===== src/rtl/hazard_scheduler.sv =====
// ---------------------------------------------------------------------------
// hazard_scheduler
//
// Pipeline hazard unit for a five-stage in-order core with a multi-cycle
// FPU side path. It selects operand forwarding sources for the decode slot.
// It also detects two kinds of stall: a load-use stall, and a dependency
// on an FPU result that is still in flight. Finally, it kills the fetched
// instruction after a taken branch.
//
// Register indices are 6 bits wide:
//   - bit 5 selects the float file;
//   - 6'd0 is the hardwired integer zero and never creates a hazard;
//   - 6'd32 (f0) is an ordinary register.
//
// Optional feature:
//   HAZARD_PERF_EN - when defined, perf_stall counts stall cycles and
//                    saturates at all-ones. When undefined, perf_stall is
//                    tied to zero and no counter register exists.
//
// Ports:
//   clk, rst              clock; asynchronous active-high reset
//   d_valid               decode slot holds a valid instruction
//   d_rs0, d_rs1          decode source registers
//   d_use0, d_use1        decode actually reads d_rs0 / d_rs1
//   d_fpu                 decode is a multi-cycle FPU op
//   d_branch, d_taken     decode is a branch / jump; its taken result
//   e_valid, e_regwrite   execute stage valid; writes a register
//   e_memread, e_rd       execute stage is a load; its destination
//   m_regwrite, m_rd      memory stage writes a register; its destination
//   fpu_issue, fpu_lat    execute issues an FPU op to e_rd with latency
//                         1..7 (a latency of 0 is treated as 1)
//   forward0, forward1    operand source: 00 regfile, 01 E, 10 M
//   stall                 hold fetch and decode
//   flush_d               kill the fetched instruction
//   flush_e               inject a bubble into execute
//   fpu_busy, fpu_done    FPU op in flight; one-cycle completion pulse
//   perf_stall            stall-cycle counter
//
// FSM states:
//   state    | meaning
//   ---------+---------------------------------------------------------
//   IDLE     | no FPU op outstanding; fpu_issue is accepted
//   FPU_BUSY | FPU op in flight; cnt counts down the remaining cycles
// ---------------------------------------------------------------------------
module hazard_scheduler (
    input  logic        clk,
    input  logic        rst,
    input  logic        d_valid,
    input  logic [5:0]  d_rs0,
    input  logic [5:0]  d_rs1,
    input  logic        d_use0,
    input  logic        d_use1,
    input  logic        d_fpu,
    input  logic        d_branch,
    input  logic        d_taken,
    input  logic        e_valid,
    input  logic        e_regwrite,
    input  logic        e_memread,
    input  logic [5:0]  e_rd,
    input  logic        m_regwrite,
    input  logic [5:0]  m_rd,
    input  logic        fpu_issue,
    input  logic [2:0]  fpu_lat,
    output logic [1:0]  forward0,
    output logic [1:0]  forward1,
    output logic        stall,
    output logic        flush_d,
    output logic        flush_e,
    output logic        fpu_busy,
    output logic        fpu_done,
    output logic [31:0] perf_stall
);

    typedef enum logic {
        IDLE     = 1'b0,
        FPU_BUSY = 1'b1
    } state_t;

    localparam logic [1:0] FWD_RF = 2'b00;
    localparam logic [1:0] FWD_E  = 2'b01;
    localparam logic [1:0] FWD_M  = 2'b10;

    state_t     state;
    logic [2:0] cnt;
    logic [5:0] pending_rd;

    logic       src_nz0;
    logic       src_nz1;
    logic       elig0;
    logic       elig1;
    logic       e_fwd_ok;
    logic       load_use;
    logic       fpu_hazard;
    logic [2:0] lat_eff;

    // x0 never carries a real value. Forwarding into it would be harmless,
    // but it would report a misleading source, so x0 is excluded here too.
    assign src_nz0 = (d_rs0 != 6'd0);
    assign src_nz1 = (d_rs1 != 6'd0);
    assign elig0   = d_use0 & src_nz0;
    assign elig1   = d_use1 & src_nz1;

    // A load in E has no data yet, so it cannot be a forwarding source.
    assign e_fwd_ok = e_valid & e_regwrite & ~e_memread;

    always_comb begin
        forward0 = FWD_RF;
        if (src_nz0 && e_fwd_ok && (e_rd == d_rs0)) begin
            forward0 = FWD_E;
        end else if (src_nz0 && m_regwrite && (m_rd == d_rs0)) begin
            forward0 = FWD_M;
        end
    end

    always_comb begin
        forward1 = FWD_RF;
        if (src_nz1 && e_fwd_ok && (e_rd == d_rs1)) begin
            forward1 = FWD_E;
        end else if (src_nz1 && m_regwrite && (m_rd == d_rs1)) begin
            forward1 = FWD_M;
        end
    end

    // Load-use: hold decode for one cycle. The load then sits in M and its
    // data reaches decode through the M forwarding path.
    assign load_use = d_valid & e_valid & e_memread & e_regwrite &
                      ((elig0 & (e_rd == d_rs0)) | (elig1 & (e_rd == d_rs1)));

    // FPU dependency: decode either needs the pending result or wants the
    // FPU itself. The state is forced to IDLE during reset, so this term
    // is inactive then.
    assign fpu_hazard = (state == FPU_BUSY) & d_valid &
                        (d_fpu |
                         (elig0 & (pending_rd == d_rs0)) |
                         (elig1 & (pending_rd == d_rs1)));

    assign stall   = load_use | fpu_hazard;
    assign flush_e = stall;

    // While decode is held, the branch has not really resolved yet. The
    // flush fires in the cycle the branch is allowed to proceed.
    assign flush_d = d_valid & d_branch & d_taken & ~stall;

    assign lat_eff = (fpu_lat == 3'd0) ? 3'd1 : fpu_lat;

    // fpu_done is registered. It is set on the edge that loads cnt with 1,
    // so the pulse lines up with the final cycle of FPU_BUSY.
    always_ff @(posedge clk or posedge rst) begin
        if (rst) begin
            state      <= IDLE;
            cnt        <= 3'd0;
            pending_rd <= 6'd0;
            fpu_busy   <= 1'b0;
            fpu_done   <= 1'b0;
        end else begin
            case (state)
                IDLE: begin
                    fpu_done <= 1'b0;
                    if (fpu_issue) begin
                        state      <= FPU_BUSY;
                        pending_rd <= e_rd;
                        cnt        <= lat_eff;
                        fpu_busy   <= 1'b1;
                        fpu_done   <= (lat_eff == 3'd1);
                    end
                end
                FPU_BUSY: begin
                    // fpu_issue is ignored here. Any further FPU op is
                    // held in decode by fpu_hazard until this one retires.
                    if (cnt == 3'd1) begin
                        state    <= IDLE;
                        cnt      <= 3'd0;
                        fpu_busy <= 1'b0;
                        fpu_done <= 1'b0;
                    end else begin
                        cnt      <= cnt - 3'd1;
                        fpu_done <= (cnt == 3'd2);
                    end
                end
                default: begin
                    state    <= IDLE;
                    fpu_busy <= 1'b0;
                    fpu_done <= 1'b0;
                end
            endcase
        end
    end

`ifdef HAZARD_PERF_EN
    logic [31:0] perf_cnt;

    always_ff @(posedge clk or posedge rst) begin
        if (rst) begin
            perf_cnt <= 32'd0;
        end else if (stall && (perf_cnt != 32'hFFFF_FFFF)) begin
            perf_cnt <= perf_cnt + 32'd1;
        end
    end

    assign perf_stall = perf_cnt;
`else
    assign perf_stall = 32'd0;
`endif

endmodule


===== config.mk =====
export PLATFORM = sky130hd
export DESIGN_NAME = hazard_scheduler
export DESIGN_NICKNAME = d
export VERILOG_FILES = /design/src/rtl/hazard_scheduler.sv
export SDC_FILE = /design/constraint.sdc
export NUM_CORES = 1
export LEC_CHECK = 0
export ABC_AREA = 1
export BUFFER_PORTS_ARGS = -buffer_cell sky130_fd_sc_hd__buf_2
export CAP_MARGIN = 40
export CORE_MARGIN = 4
export CORE_UTILIZATION = 45
export CTS_BUF_LIST = sky130_fd_sc_hd__clkbuf_8 sky130_fd_sc_hd__clkbuf_16
export CTS_CLUSTER_SIZE = 30
export DETAILED_ROUTE_END_ITERATION = 6
export MAX_ROUTING_LAYER = met4
export PLACE_DENSITY = 0.8
export SLEW_MARGIN = 40
export SYNTH_ARGS = -nofsm -noshare
export SYNTH_HDL_FRONTEND = slang
export SYNTH_SLANG_ARGS = --single-unit
export TNS_END_PERCENT = 10

===== constraint.sdc =====
create_clock -name clk -period 1.4 [get_ports clk]
set_input_delay 0.07 -clock clk [delete_from_list [all_inputs] [get_ports clk]]
set_output_delay 0.07 -clock clk [all_outputs]
set_load 0.03 [all_outputs]

### After elaboration in Yosys (flattened, before gate mapping)

Index checks and enable logic that the tools add are counted.

* add/sub/neg operators: 1
* eq/ne operators: 11
* mux-type cells: 17
* bitwise gates (word level): 24
* reductions and logical operators: 13

Operators with widths (number)
* == test 6 bit: 6
* bitwise AND 1 bit: 17
* nonzero test 6 bit: 2
* two-way mux 3 bit: 3
* logical AND 1 bit: 8
* two-way mux 2 bit: 4
* == test 3 x 1 -> 1 bit, second input constant: 2
* two-way mux 1 bit: 6
* one-hot mux 1 bit (2 select lines): 3
* one-hot mux 3 bit (2 select lines): 1
* bitwise OR 1 bit: 4
* AND reduction 2 bit: 2
* == test 3 x 2 -> 1 bit, second input constant: 1
* zero test 3 bit: 1
* NOT 1 bit: 3
* subtractor 3 x 1 -> 3 bit, second input constant: 1
* != test 2 x 1 -> 1 bit, second input constant: 1
* != test 2 bit, second input constant: 1

* register bits: 12
* input port bits: 40
* word-level logic and storage cells: 71

### Depth between registers and ports, before layout

Gate-level depths: netlist of run 1.

* word-level depth: 9
* depth in mapped cells: 10
* mapped depth without buffers: 10

### Worst setup path before layout of run 1

Ideal clock, no wire load.

* kind: register to output
* start: reg pending_rd[2]
* end: out flush_d
* arrival: 1.234 ns
* data required time: 1.330 ns
* setup slack: 0.096 ns
* stages on the path, launching flop included: 9
* path buffers: 0
* path through: dfrtp_1 xnor2_1 nand2_1 nor2_1 nand2_1 nand3_1 nand2_1 nand2_2 nor2_2

* cells in the longest elaborated chain, start to end: 8

Ends and longest elaborated chain
* from (decl): RTL line 85 `logic [5:0] pending_rd;`
* from (signal assigned): RTL line 161 `pending_rd <= e_rd;`
* == test 6 bit: RTL line 134 `(elig0 & (pending_rd == d_rs0)) |`
* bitwise AND 1 bit: RTL line 134
* bitwise OR 1 bit: RTL line 133 `(d_fpu |`
* bitwise OR 1 bit *: RTL line 134
* bitwise AND 1 bit *: RTL line 132 `assign fpu_hazard = (state == FPU_BUSY) & d_valid &`
* bitwise OR 1 bit *: RTL line 137 `assign stall = load_use | fpu_hazard;`
* net flush_e: RTL line 68 `output logic flush_e,`
* NOT 1 bit *: RTL line 142 `assign flush_d = d_valid & d_branch & d_taken & ~stall;`
* bitwise AND 1 bit *: RTL line 142
* to (decl): RTL line 67 `output logic flush_d,`

Mark *: on every way through the listed nets, which the timed path passes. The rest lies on a longest branch.

### Worst setup path in the final report of run 1

* start: reg pending_rd[2]
* end: out flush_d

* cells in the longest elaborated chain, start to end: 8

Ends and longest elaborated chain (RTL line)
* == test 6 bit: 134
* bitwise AND 1 bit: 134
* bitwise OR 1 bit: 133
* bitwise OR 1 bit *: 134
* bitwise AND 1 bit *: 132
* bitwise OR 1 bit *: 137
* NOT 1 bit *: 142
* bitwise AND 1 bit *: 142

Mark *: on every way between the ends. The rest lies on a longest branch, timed or not.

==> results of run 1 <==
==> metrics by stage <==
step / cells / hold WS (ns) / setup WS, ns
floorplan: 261 / -0.0653 / 0.0957
global placement: 321 / 0.0883 / 0.0929
detailed placement: 321 / 0.102 / 0.0576
CTS: 327 / 0.0429 / -0.141
global route: 327 / 0.0500 / -0.243
finish: 327 / 0.0497 / -0.138
==> layer usage <==
metal	vias to the layer above	wire (um)
li1	760	-
met1	657	1480
met2	63	1670
met3	2	307
met4	0	18
met5	-	0
==> cell type report <==
class	count	area [sq um]	share of cell area, %
Tap cell	44	55.1	3.22
Inverter	34	128	7.46
Clock buffer	4	55.1	3.22
Timing Repair Buffer	52	284	16.6
Sequential cell	12	300	17.5
Multi-Input combinational cell	181	890	52.0
==> worst max-delay path, stage by stage, from the launching register on <==
cell	delay (ns)
dfrtp_1	0.43
xnor2_1	0.17
nand2_1	0.07
nor2_1	0.11
nand2_1	0.06
nand3_1	0.09
nand2_1	0.06
nand2_2	0.08
nor2_2	0.04
buf_6	0.13
==> power breakdown <==
part / internal (mW) / total [mW] / switching [mW]
sequential: 0.515 / 0.667 / 0.152
combinational: 0.443 / 1.13 / 0.687
clock: 0.248 / 0.366 / 0.118
==> kinds of logic (layout without fill, tap and decap cells) <==
kind of cell / Yosys count / count (layout) / synth area share (%)
buffers and inverters: 68 / 90 / 26.2
and+or+nand+nor: 106 / 106 / 30.9
adders and majority gates: 3 / 3 / 2.59
other: 1 / 32 / 0.258
AOI/OAI and AO/OA: 25 / 25 / 10.3
xor gates and xnor gates: 15 / 15 / 9.05
DFF: 12 / 12 / 20.7
==> flip-flops by register name (all words and copies together), names as in the netlist <==
name and flops:
pending_rd 6, cnt 3, fpu_busy 1, fpu_done 1
state 1
==> repair_timing <==
action                     4_1_cts  5_1_grt
hold buffers                     1        0
hold endpoints to repair        12        0
gates resized for setup          4        3
buffers inserted                 1        0
pin swaps                       10        6
cloned                           0        0
setup endpoints to repair        3        4
==> Yosys cell counts (all sizes together) <==
cell type and count:
xnor2 11, ha 3, conb 1, nor3 2
inv 34, nand2 64, nand3b 2, a21oi 4
o22ai 1, nor2 25, o221ai 2, a21boi 1
xor2 4, o21ai 13, a211oi 1, a22oi 1
nand4 5, dfrtp 12, o32ai 1, o2111ai 1
or2 1, nand3 7, buf 34
==> path summary, 6_finish.rpt <==
path	start	to	slack, ns	depth (start not counted)
setup / recovery	pending_rd[2]	flush_d	-0.14	9
hold reg to reg	fpu_busy	fpu_busy	0.52	2
max in group asynchronous	rst	pending_rd[2]	0.71	3
setup reg to reg	cnt[1]	cnt[0]	0.17	9
hold / removal	fpu_lat[1]	fpu_done	0.05	2
min in group asynchronous	rst	cnt[2]	0.38	3
==> results_dict.tcl, run 1 <==
set metrics [dict create \
    vdd_drop_max_mv 0.670 \
    rsz0062_at_grt "yes" \
    place_area_sq_mm 0.00163 \
    report.final.slew_viol_count 0 \
    drt_iter0_markers 28 \
    cp.arrival_ns 1.47 \
    max_freq_mhz 650 \
    use_met3_pct 4.33 \
    die_w_um 64.8 \
    grt_pass1_vias 1353 \
    skew_ns 0.00241 \
    yosys_warnings 0 \
    design_area_sq_mm 0.00171 \
    fillers 320 \
    row_count 20 \
    synth_cell_types 29 \
    grt_first_pass_wirelength_mm 5.58 \
    startpoint_type "flip-flop" \
    grt_antenna_before_repair 0 \
    setup_slack_ns -0.138 \
    route.vias.total 1482 \
    clk_latency_ns 0.24 \
    chipHeight_um 64.8 \
    fin_crit_sh_pct 110 \
    synth_top_area_share_pct 20.7 \
    hold_viol 0 \
    clk_pin_slew_worst_paths_ns 0.05 \
    violations "negative setup slack" \
    io_pins 81 \
    dr.pass1.iters 4 \
    dieArea_sq_mm 0.00420 \
    wl_mm 3.48 \
    h-tree-depth 1 \
    yosys.area.top_type "dfrtp_1" \
    viasPerCell 4.53 \
    top_usage_layer "met2" \
    hpwl_mm 3.00 \
    tritoncts "built" \
    num_antenna_cells 0 \
    setup_violations 3 \
    hold_class "primary input to flip-flop" \
    outcome "finished, violations left" \
    grt_max_degree 13 \
    totalPowerFinal_mw 2.16 \
    ant_nets 0 \
    power.leakage_nw 0.990 \
    cts_root_buffer "clkbuf_8" \
    drt-wirelength-per-cell_um 10.6 \
    ys_seq_elements 12 \
    synth_area_per_cell_sq_um 6.31 \
    core_area_sq_mm 0.00308 \
    netlist_top_cells_area "dfrtp_1, buf_4, nand2_1" \
    syn2layout_area_growth_pct 17.9 \
    required_ns 1.33 \
    gp_congestion 0.836 \
    grt_util_met2_pct 29.0 \
    grt-ovfl-total 0 \
    nNetsFinal 327 \
    synth_cells 230 \
    path_max_fanout 3 \
    tns_ns -0.388 \
    synth_area_sq_mm 0.00145 \
    cap_violations 0 \
    ys_seq_area_share_pct 20.7 \
    clk_path_buf_depth 2 \
    layout_commonest_cell "nand2_1" \
    grt_util_met1_pct 20.9 \
    critical_path_class "flip-flop to primary output" \
    final_cell_mix "nand2_1, buf_2, conb_1" \
    drive_gt1_share_pct 23.3 \
    end_kind "primary output" \
    powerDensity_mw_per_mm2 1260 \
    io_buffers 48 \
    grt_usage_pct 17.1 \
    cts.sinks 12 \
    post-route-util_pct 55.6 \
    cts_buffers 3 \
    finalCriticalPeriod_ns 1.54 \
    drc_errors 0 \
    start_util_pct 47.2 \
]
Note: power is estimated with default switching activity, not from simulation.
==> run 2: changes to the inputs <==
--- a/config.mk
+++ b/config.mk
@@ -6,6 +6,7 @@
 export NUM_CORES = 1
 export LEC_CHECK = 0
 export ABC_AREA = 1
+export ABC_CLOCK_PERIOD_IN_PS = 1400
 export BUFFER_PORTS_ARGS = -buffer_cell sky130_fd_sc_hd__buf_2
 export CAP_MARGIN = 40
 export CORE_MARGIN = 4
@@ -13,7 +14,6 @@
 export CTS_BUF_LIST = sky130_fd_sc_hd__clkbuf_8 sky130_fd_sc_hd__clkbuf_16
 export CTS_CLUSTER_SIZE = 30
 export DETAILED_ROUTE_END_ITERATION = 6
-export MAX_ROUTING_LAYER = met4
 export PLACE_DENSITY = 0.8
 export SLEW_MARGIN = 40
 export SYNTH_ARGS = -nofsm -noshare
==> results_dict.tcl, run 2 (same netlist as run 1, synthesis figures left out) <==
set metrics [dict create \
    grt_antenna_before_repair 0 \
    drive_gt1_share_pct 23.3 \
    seqCellArea_sq_um 300 \
    chipHeight_um 64.8 \
    cts.sinks 12 \
    wl_mm 3.47 \
    dr.pass1.iters 4 \
    setup_violations 3 \
    clk_path_buf_depth 2 \
    vdd_drop_max_mv 0.671 \
    grt-ovfl-total 0 \
    nNetsFinal 327 \
    tns_ns -0.383 \
    io_pins 81 \
    grt_max_degree 13 \
    startpoint "pending_rd[2]" \
    tritoncts "built" \
    finalCriticalPeriod_ns 1.54 \
    fillers 320 \
    report.final.slew_viol_count 0 \
    die_w_um 64.8 \
    drt_iter0_markers 28 \
    holdWs_ns 0.0497 \
    p_int_mw 1.21 \
    end_kind "primary output" \
    power.leakage_nw 0.990 \
    hpwl_mm 3.00 \
    path_max_fanout 3 \
    drc_errors 0 \
    grt_pass1_vias 1353 \
    multi_input_area_sq_um 890 \
    rsz0062_at_grt "yes" \
    dieArea_sq_mm 0.00420 \
    comb_power_share_pct 52.2 \
    route.vias.total 1482 \
    io_buffers 48 \
    powerDensity_mw_per_mm2 1260 \
    core_area_sq_mm 0.00308 \
    setup_slack_ns -0.136 \
    reg_top3 "pending_rd (6), cnt (3)" \
    power.share.clock_pct 16.9 \
    cap_violations 0 \
    hold_start "fpu_lat[1]" \
    violations "negative setup slack" \
    critical_path_class "flip-flop to primary output" \
    largest_reg_flops 6 \
    hold_class "primary input to flip-flop" \
    outcome "finished, violations left" \
    clk_latency_ns 0.24 \
    cp.arrival_ns 1.47 \
    startpoint_type "flip-flop" \
    dp_worst_setup_slack_ns 0.0576 \
    ant_nets 0 \
    skew_ns 0.00248 \
    r2r-start "cnt[1]" \
    p_sw_share_pct 44.3 \
    place_area_sq_mm 0.00163 \
    row_count 20 \
    design_area_sq_mm 0.00171 \
    h-tree-depth 1 \
    seqPwrFrac_pct 30.8 \
    cts_root_buffer "clkbuf_8" \
    final_cell_mix "nand2_1, buf_2, conb_1" \
    viasPerCell 4.53 \
    p_switching_mw 0.959 \
    clk_pin_slew_worst_paths_ns 0.05 \
    drt-wirelength-per-cell_um 10.6 \
    num_antenna_cells 0 \
    start_util_pct 47.2 \
    fin_crit_sh_pct 110 \
    gp_congestion 0.824 \
    grt_usage_pct 16.6 \
    regMostFlops "pending_rd" \
    cts_buffers 3 \
    hold_viol 0 \
    required_ns 1.33 \
    grt_first_pass_wirelength_mm 5.58 \
    layout_commonest_cell "nand2_1" \
    max_freq_mhz 651 \
    syn2layout_area_growth_pct 17.9 \
]
[run 2: cell counts in the layout (fill, tap and decap cells not counted)]
No cell type changed its count.
[run 2: area by class of cell]
class / instances / area share, %
flip-flops and latches: 12 / 17.5
well taps: 44 / 3.22
repair buffers: 52 / 16.6
clock buffers: 4 / 3.22
inverters: 34 / 7.46
multi-input cells: 181 / 52.0
[run 2: through the flow]
stage / utilization (%) / total power [mW] / std cells
2_1_floorplan: - / 1.53 / 261
3_3_place_gp: 52.8 / 1.72 / 321
3_5_place_dp: 52.8 / 1.76 / 321
4_1_cts: 55.5 / 2.16 / 327
5_1_grt: 55.6 / 2.36 / 327
6_report: 55.6 / 2.17 / 327
[run 2: power by group through the flow]
stage               registers [mW]  logic [mW]  clock network (mW)
floorplan                    0.685       0.841                   0
global placement             0.660        1.06                   0
detailed placement           0.667        1.09                   0
CTS                          0.662        1.12               0.379
global route                 0.697        1.27               0.393
finish                       0.667        1.13               0.367
[run 2: timing repair]
action	4_1_cts	5_1_grt
setup endpoints to repair	3	4
setup buffers	1	0
hold buffers	1	0
resized for setup	4	3
hold endpoints to repair	12	0
pin swaps	10	6
[run 2: final timing paths]
check                                     end  slack (ns)  cells past startpoint
worst min-delay path                 fpu_done        0.05                      2
worst max register to register         cnt[0]        0.17                      9
max in group asynchronous       pending_rd[2]        0.71                      3
worst min register to register       fpu_busy        0.52                      2
worst max-delay path                  flush_d       -0.14                      9
min in group asynchronous              cnt[2]        0.38                      3
[run 2: critical path: stages (launching register included)]
cell,delay (ns)
dfrtp_1,0.43
xnor2_1,0.17
nand2_1,0.07
nor2_1,0.11
nand2_1,0.06
nand3_1,0.09
nand2_1,0.06
nand2_2,0.08
nor2_2,0.04
buf_6,0.13
[run 2: layer usage]
layer / wire [um] / global-route usage (%)
met2: 1680 / 29.0
met5: 0 / 0
met3: 327 / 4.51
met4: 16 / 2.64
met1: 1450 / 20.7
